**src/rtl/alu_pkg.sv**
```systemverilog
// rtl/alu_pkg.sv - ALU command encoding and sequencer state type
package alu_pkg;

  localparam logic [3:0] ALU_ADD = 4'd0;
  localparam logic [3:0] ALU_SUB = 4'd1;
  localparam logic [3:0] ALU_SHL = 4'd2;
  localparam logic [3:0] ALU_ASR = 4'd3;
  localparam logic [3:0] ALU_SHR = 4'd4;
  localparam logic [3:0] ALU_NOT = 4'd5;
  localparam logic [3:0] ALU_AND = 4'd6;
  localparam logic [3:0] ALU_XOR = 4'd7;
  localparam logic [3:0] ALU_MUL = 4'd8;

  typedef enum logic [1:0] {IDLE, RUN, RESP} seq_state_t;

  function automatic logic cmd_supported(input logic [3:0] cmd);
    case (cmd)
      ALU_ADD, ALU_SUB, ALU_SHL, ALU_ASR, ALU_SHR, ALU_AND, ALU_XOR: return 1'b1;
      default: return 1'b0;
    endcase
  endfunction

  // Right shifts must walk MSB to LSB so the carry ripples downward.
  function automatic logic cmd_msb_first(input logic [3:0] cmd);
    return (cmd == ALU_ASR) || (cmd == ALU_SHR);
  endfunction

endpackage

```
**src/rtl/alu_seq.sv**
```systemverilog
// rtl/alu_seq.sv - multi-byte operation sequencer driving the 8-bit ALU
module alu_seq
  import alu_pkg::*;
#(
  parameter int NBYTES = 2
) (
  input  logic                clk,
  input  logic                reset,
  input  logic                req_valid,
  output logic                req_ready,
  input  logic [3:0]          req_cmd,
  input  logic [8*NBYTES-1:0] req_a,
  input  logic [8*NBYTES-1:0] req_b,
  output logic                rsp_valid,
  input  logic                rsp_ready,
  output logic [8*NBYTES-1:0] rsp_data,
  output logic                rsp_carry,
  output logic                rsp_zero,
  output logic                rsp_err,
  output logic [3:0]          alu_cmd,
  output logic [7:0]          alu_a,
  output logic [7:0]          alu_b,
  output logic                alu_sc_i,
  input  logic [7:0]          alu_rslt,
  input  logic                alu_sc_o
);

  localparam int W = 8 * NBYTES;
  localparam logic [1:0] LAST = 2'(NBYTES - 1);

  seq_state_t     state_q, state_d;
  logic [3:0]     cmd_q;
  logic [W-1:0]   a_q, b_q, rslt_q;
  logic           carry_q, err_q;
  logic [1:0]     phase_q;
  logic [1:0]     lane;
  logic           first_phase, last_phase;
  logic [7:0]     a_byte, b_byte;

  always_ff @(posedge clk) begin
    if (reset) state_q <= IDLE;
    else       state_q <= state_d;
  end

  always_comb begin
    state_d = state_q;
    case (state_q)
      IDLE: if (req_valid) state_d = cmd_supported(req_cmd) ? RUN : RESP;
      RUN:  if (last_phase) state_d = RESP;
      RESP: if (rsp_ready) state_d = IDLE;
      default: state_d = IDLE;
    endcase
  end

  always_comb begin
    first_phase = (phase_q == 2'd0);
    last_phase  = (phase_q == LAST);
    lane        = cmd_msb_first(cmd_q) ? (LAST - phase_q) : phase_q;
    a_byte      = 8'd0;
    b_byte      = 8'd0;
    for (int i = 0; i < NBYTES; i++) begin
      if (lane == 2'(i)) begin
        a_byte = a_q[i*8 +: 8];
        b_byte = b_q[i*8 +: 8];
      end
    end
  end

  always_ff @(posedge clk) begin
    if (reset) begin
      cmd_q   <= 4'd0;
      a_q     <= '0;
      b_q     <= '0;
      rslt_q  <= '0;
      carry_q <= 1'b0;
      err_q   <= 1'b0;
      phase_q <= 2'd0;
    end else begin
      case (state_q)
        IDLE: if (req_valid) begin
          cmd_q   <= req_cmd;
          a_q     <= req_a;
          b_q     <= req_b;
          rslt_q  <= '0;
          carry_q <= 1'b0;
          err_q   <= ~cmd_supported(req_cmd);
          phase_q <= 2'd0;
        end
        RUN: begin
          for (int i = 0; i < NBYTES; i++) begin
            if (lane == 2'(i)) rslt_q[i*8 +: 8] <= alu_rslt;
          end
          carry_q <= (cmd_q == ALU_AND || cmd_q == ALU_XOR) ? 1'b0 : alu_sc_o;
          phase_q <= phase_q + 2'd1;
        end
        default: ;
      endcase
    end
  end

  always_comb begin
    req_ready = (state_q == IDLE);
    rsp_valid = (state_q == RESP);
    rsp_data  = rsp_valid ? rslt_q : '0;
    rsp_carry = rsp_valid & carry_q;
    rsp_zero  = rsp_valid & ~err_q & (rslt_q == '0);
    rsp_err   = rsp_valid & err_q;
    alu_cmd   = 4'd0;
    alu_a     = 8'd0;
    alu_b     = 8'd0;
    alu_sc_i  = 1'b0;
    if (state_q == RUN) begin
      alu_a = a_byte;
      case (cmd_q)
        ALU_ADD: begin
          alu_cmd  = ALU_ADD;
          alu_b    = b_byte;
          alu_sc_i = first_phase ? 1'b0 : carry_q;
        end
        // Subtract as A + ~B + 1 so the ALU only ever sees an add.
        ALU_SUB: begin
          alu_cmd  = ALU_ADD;
          alu_b    = ~b_byte;
          alu_sc_i = first_phase ? 1'b1 : carry_q;
        end
        ALU_SHL: begin
          alu_cmd  = ALU_SHL;
          alu_sc_i = first_phase ? 1'b0 : carry_q;
        end
        ALU_ASR: begin
          alu_cmd  = first_phase ? ALU_ASR : ALU_SHR;
          alu_sc_i = first_phase ? 1'b0 : carry_q;
        end
        ALU_SHR: begin
          alu_cmd  = ALU_SHR;
          alu_sc_i = first_phase ? 1'b0 : carry_q;
        end
        ALU_AND, ALU_XOR: begin
          alu_cmd = cmd_q;
          alu_b   = b_byte;
        end
        default: alu_a = 8'd0;
      endcase
    end
  end

endmodule

```
**config.mk**
```make
export PLATFORM = sky130hd
export DESIGN_NAME = alu_seq
export DESIGN_NICKNAME = d
export VERILOG_FILES = /design/src/rtl/alu_pkg.sv /design/src/rtl/alu_seq.sv
export SDC_FILE = /design/constraint.sdc
export NUM_CORES = 1
export LEC_CHECK = 0
export CORE_ASPECT_RATIO = 1.1
export CORE_MARGIN = 2
export CORE_UTILIZATION = 49
export DETAILED_ROUTE_END_ITERATION = 8
export HOLD_SLACK_MARGIN = 0.03
export PLACE_DENSITY = 0.86
export SYNTH_ARGS = -nofsm -noshare
export SYNTH_HDL_FRONTEND = slang
export SYNTH_SLANG_ARGS = --single-unit
export TNS_END_PERCENT = 100
```
**constraint.sdc**
```tcl
create_clock -name clk -period 2.4 [get_ports clk]
set_clock_uncertainty 0.1 [all_clocks]
set_input_delay 0.48 -clock clk [delete_from_list [all_inputs] [get_ports clk]]
set_output_delay 0.48 -clock clk [all_outputs]
set_load 0.1 [all_outputs]
```
Word-level counts from Yosys, hierarchy flattened
Index checks and enable logic that the tools add are counted.
W data, S select, Z words.
{"block": "totals", "ff_bits": 58, "inputBits": 49, "output_inout_bits": 42}
{"block": "op_classes", "n_addsub": 2, "n_eq_ne": 21, "muxes": 35, "bitwise_logic": 7, "n_reduce_logical": 19}
{"operator": "$mux W8", "count": 9}
{"operator": "$mux W16", "count": 2}
{"operator": "$pmux W16 S2", "count": 1}
{"operator": "$eq A4 B3 Y1 const B", "count": 6}
{"operator": "$eq A4 B2 Y1 const B", "count": 4}
{"operator": "$logic_not A16 Y1", "count": 1}
{"operator": "$pmux W4 S4", "count": 1}
{"operator": "$pmux W8 S2", "count": 1}
{"operator": "$reduce_or A7 Y1", "count": 2}
{"operator": "$mux W2", "count": 6}
{"operator": "$mux W1", "count": 9}
{"operator": "$reduce_and A3 Y1", "count": 3}
{"operator": "$eq A4 B1 Y1 const B", "count": 2}
{"operator": "$logic_not A4 Y1", "count": 2}
{"operator": "$ne A2 B2 Y1 const B", "count": 4}
{"operator": "$not A8 Y8", "count": 1}
{"operator": "$eq A2 B1 Y1 const B", "count": 3}
{"operator": "$logic_not A2 Y1", "count": 3}
{"operator": "$pmux W2 S3", "count": 1}
{"operator": "$and A1 B1 Y1", "count": 4}
{"operator": "$mux W4", "count": 1}
{"operator": "$pmux W1 S2", "count": 2}
{"operator": "$pmux W2 S2", "count": 1}
{"operator": "$reduce_and A2 Y1", "count": 2}
{"operator": "other kinds (11)", "count": 13}

Longest topological paths before layout
{"block": "depth", "word_depth": 9, "mapped_depth": 7}

Worst setup path before layout
OpenSTA, ideal clock, no wires.
{"block": "synth_timing", "kind": "reg-to-output", "startpoint": "reg phase_q[1]", "endpoint": "out alu_cmd[2]", "arrival_ns": 3.917, "required_ns": 1.820, "slack_ns": -2.097, "path_stages_with_launch": 7, "path_cell_list": "dfxtp_1 clkinv_1 clkbuf_1 ha_1 inv_1 a21oi_1 nor4_1"}
{"block": "synth_via", "elab_chain_cells": 4}
{"item": "start: declaration", "line_no": "alu_seq.sv:35", "rtl": "logic [1:0] phase_q;"}
{"item": "start signal: assignment", "line_no": "alu_seq.sv:94", "rtl": "phase_q <= phase_q + 2'd1;"}
{"item": "$logic_not A2 Y1", "line_no": "alu_seq.sv:56", "rtl": "first_phase = (phase_q == 2'd0);"}
{"item": "$mux W3", "line_no": "alu_seq.sv:131", "rtl": "alu_cmd = first_phase ? ALU_ASR : ALU_SHR;"}
{"item": "$pmux W4 S4", "line_no": "alu_seq.sv:114", "rtl": "case (cmd_q)"}
{"item": "$mux W4", "line_no": "alu_seq.sv:112", "rtl": "if (state_q == RUN) begin"}
{"item": "end: declaration", "line_no": "alu_seq.sv:20", "rtl": "output logic [3:0] alu_cmd,"}
No other way between the ends.

Final worst setup path
{"block": "layout_timing", "startpoint": "reg cmd_q[1]", "endpoint": "out alu_b[6]"}
{"block": "layout_via", "elab_chain_cells": 9, "elab_cells_between_ends": 16}
{"item": "start: declaration", "line_no": "alu_seq.sv:32", "rtl": "logic [3:0] cmd_q;"}
{"item": "start signal: assignment", "line_no": "alu_seq.sv:81", "rtl": "cmd_q <= req_cmd;"}
{"item": "$eq A4 B2 Y1 or $eq A4 B3 Y1 (tied branches)", "line_no": "alu_pkg.sv:25", "rtl": "return (cmd == ALU_ASR) || (cmd == ALU_SHR);"}
{"item": "$logic_or A1 B1 Y1", "line_no": "alu_pkg.sv:25"}
{"item": "$mux W2", "line_no": "alu_seq.sv:58", "rtl": "lane = cmd_msb_first(cmd_q) ? (LAST - phase_q) : phase_q;"}
{"item": "$logic_not A2 Y1", "line_no": "alu_seq.sv:62", "rtl": "if (lane == 2'(i)) begin"}
{"item": "$mux W8 (2 in a row)", "line_no": "alu_seq.sv:62"}
{"item": "$not A8 Y8", "line_no": "alu_seq.sv:123", "rtl": "alu_b = ~b_byte;"}
{"item": "$pmux W8 S2 *", "line_no": "alu_seq.sv:114"}
{"item": "$mux W8 *", "line_no": "alu_seq.sv:112"}
{"item": "end: declaration", "line_no": "alu_seq.sv:22", "rtl": "output logic [7:0] alu_b,"}
Mark *: on every way between the ends. The rest lies on a longest branch, timed or not.

==> impl_metrics.ini <==
[place]
dp_cells = 582
dp_hpwl_um = 7500
portBuffers = 89
gp_congestion = 0.831
place_area_um2 = 5170
post-place-ws_ns = -0.254

[cts]
htree_num_levels = 3
cts_buffers = 9
tritoncts = yes
clk_pin_slew_ns = 0.08
cts-root-buf = clkbuf_8
cts_hold_buffers = 0
clock_latency_ns = 0.34
clockBufferDepth = 2
clock_sinks = 58

[layout]
multiInputGateArea_um2 = 2480
drive_gt1_frac = 0.337
finalInstanceArea_um2 = 5770
synthToLayoutAreaGrowth_pct = 74.1
fin_nets = 581
fillers = 280
instances_no_fill = 616
antenna_cells = 0
ff_latch_area_um2 = 1170

[floorplanning]
start_util = 0.505
die_h_um = 90.2
rows = 31
dieArea_um2 = 7440
core_um2 = 6560
num_io_pins = 91
die_w_um = 82.4

[global_routing]
grt_util_all_layers = 0.340
antenna_found_initial = 0
grt_max_degree = 53
first_global_vias = 3905
grt_overflow = 0
grt_pass1_wl_um = 19500

[routing]
wirelength_um = 13500
via_per_inst = 6.51
vias = 4011
drt-pass1-iter-count = 5
wire_per_inst_um = 21.8
antenna_left = 0
drc = 0
drt_iter0_drc = 520

[timing]
fmaxAchievable_mhz = 353
slew_headroom = 0.508
rsz0062_at_grt = true
slew_violations = 0
hold_violations = 0
min_period_over_period = 1.18
worst_slew_pin_slew_ns = 0.736
final.setup.worst_slack_ns = -0.436
period_minus_slack_ns = 2.84
tns_ns = -5.77
setup_violations = 17

[synth]
avgSynthCellArea_um2 = 7.81
synth_area_leaders = dfxtp_1 35%, nand2_1 9.1%, a21oi_1 8.5%
ys_ff_latch = 58
syn_inst = 424
synth_top_area_frac = 0.350
ys_types = 50
synth_commonest_cells = 80 x nand2_1, 58 x dfxtp_1, 56 x a21oi_1
async_reset_ff_frac = 0
synth.most_common_cell = nand2_1
synth_edf_count = 0
syn-cell-area_um2 = 3310
synth_warnings = 0
syn_nets = 475
yosysTopAreaCell = dfxtp_1
ys_seq_area_frac = 0.350
synth_flop_cell = dfxtp_1

[setup_path]
worst-path-max-fanout = 5
r2r-start = cmd_q[1]
worstSetupPathType = flop to primary output
crit_end = alu_b[6]
crit_family = buffers and inverters
crit_path_top_delay_cell = dfxtp_4
arrival_ns = 2.26
path_buf_inv = 4
slowest_delay_ns = 0.36
worstPathRequired_ns = 1.82
cp-startpoint = cmd_q[1]
worstPathCellList = buf_6 -> nor4bb_4 -> buf_4 -> buf_8 -> o2111ai_1 -> nand3_2 -> mux2i_4 -> buf_12
worstSetupEndpointType = primary output
crit_path_start_kind = flop
r2r.worst_path.cells = 9
r2r-end = rslt_q[0]
reg2reg_slack_ns = 0.04
crit_cells = 8

[min_path]
hold_class = flop to flop

[run]
cap_viol_max_count = 0

[outcome]
status = complete, but fails checks
violations = negative setup slack

[power]
peakVddDrop_uv = 424
p_leak_uw = 0.00213
power_density_nw_per_um2 = 555
[logic make-up (layout without fill, tap and decap cells)]
family | Yosys count | in the layout | synth area share
simple gates | 189 | 190 | 0.308
compound gates | 112 | 112 | 0.220
flops | 58 | 58 | 0.350
buf+inv | 45 | 154 | 0.0612
mux | 17 | 17 | 0.0517
fa+ha+maj | 2 | 2 | 0.00755
other cells | 1 | 1 | 0.00113
[where the power goes]
part | total [uW] | switching [uW] | internal, uW
Clock | 982 | 409 | 573
Sequential | 1110 | 80.0 | 1030
Combinational | 1110 | 660 | 447
[area by class of cell]
cell class	count	share of cell area
inverters	5	0.00391
clock inverters	6	0.0143
multi-input cells	322	0.430
flip-flops and latches	58	0.203
clock buffers	9	0.0215
repair buffers	134	0.310
well taps	82	0.0178
[layout by cell type, fill, tap and decap left out, drive strengths merged, types with 2 or more instances in the layout]
cell type and instances:
and2 19, nor2b 3, a21oi 57, clkbuf 11, inv 3, nand3b 9
nor2 11, or4b 2, o21ai 11, nor3b 8, o22a 2, clkinv 4
clkdlybuf4s50 47, nand4 8, mux2i 16, o22ai 2, nand2 80, buf 85
o311ai 8, and3b 9, o2111ai 16, clkinvlp 2, nor4 4, a211oi 2
nor3 3, o211ai 9, ha 2, nand3 17, nand2b 11, dfxtp 58
bufinv 2
[repair_timing]
item                       CTS  global route
buffers inserted            11             4
resized for setup           25            21
pin swaps                   18            13
cloned                       4             1
setup endpoints to repair   34            21
[through the flow]
step | total power (uW) | utilization | hold slack [ns]
floorplan | 1750 | - | 0.337
global placement | 2060 | 0.789 | 0.343
detailed placement | 2090 | 0.789 | 0.349
CTS | 3110 | 0.857 | 0.359
global route | 3290 | 0.880 | 0.388
finish | 3200 | 0.880 | 0.364
[registers in the layout (all words and copies together) (netlist names)]
name	cells
a_q	16
b_q	16
rslt_q	16
cmd_q	4
phase_q	2
state_q	2
carry_q	1
err_q	1
[worst min path at each step]
| stage | start | end | slack (ns) | depth (start not counted) |
|---|---|---|---|---|
| global placement | a_q[0] | a_q[0] | 0.34 | 2 |
| CTS | a_q[3] | a_q[3] | 0.36 | 2 |
| finish | a_q[2] | a_q[2] | 0.36 | 2 |
| global route | a_q[2] | a_q[2] | 0.39 | 2 |
| detailed placement | a_q[3] | a_q[3] | 0.35 | 2 |
| floorplan | a_q[0] | a_q[0] | 0.34 | 2 |
[layer usage]
layer | vias up | track usage | share of wire
met3 | 70 | 0.0572 | 0.090
met2 | 305 | 0.561 | 0.49
met1 | 1890 | 0.419 | 0.36
li1 | 1746 | - | -
met5 | - | 0 | 0
met4 | 0 | 0.165 | 0.054
[worst reg2reg max path, delay by kind of cell, from the launching register on]
family                 cells  cell delay (ns)
buffers and inverters      5             0.82
AOI/OAI and AO/OA          2             0.59
DFF                        1             0.36
and+or+nand+nor            2             0.36
(Power assumes the default switching activity.)
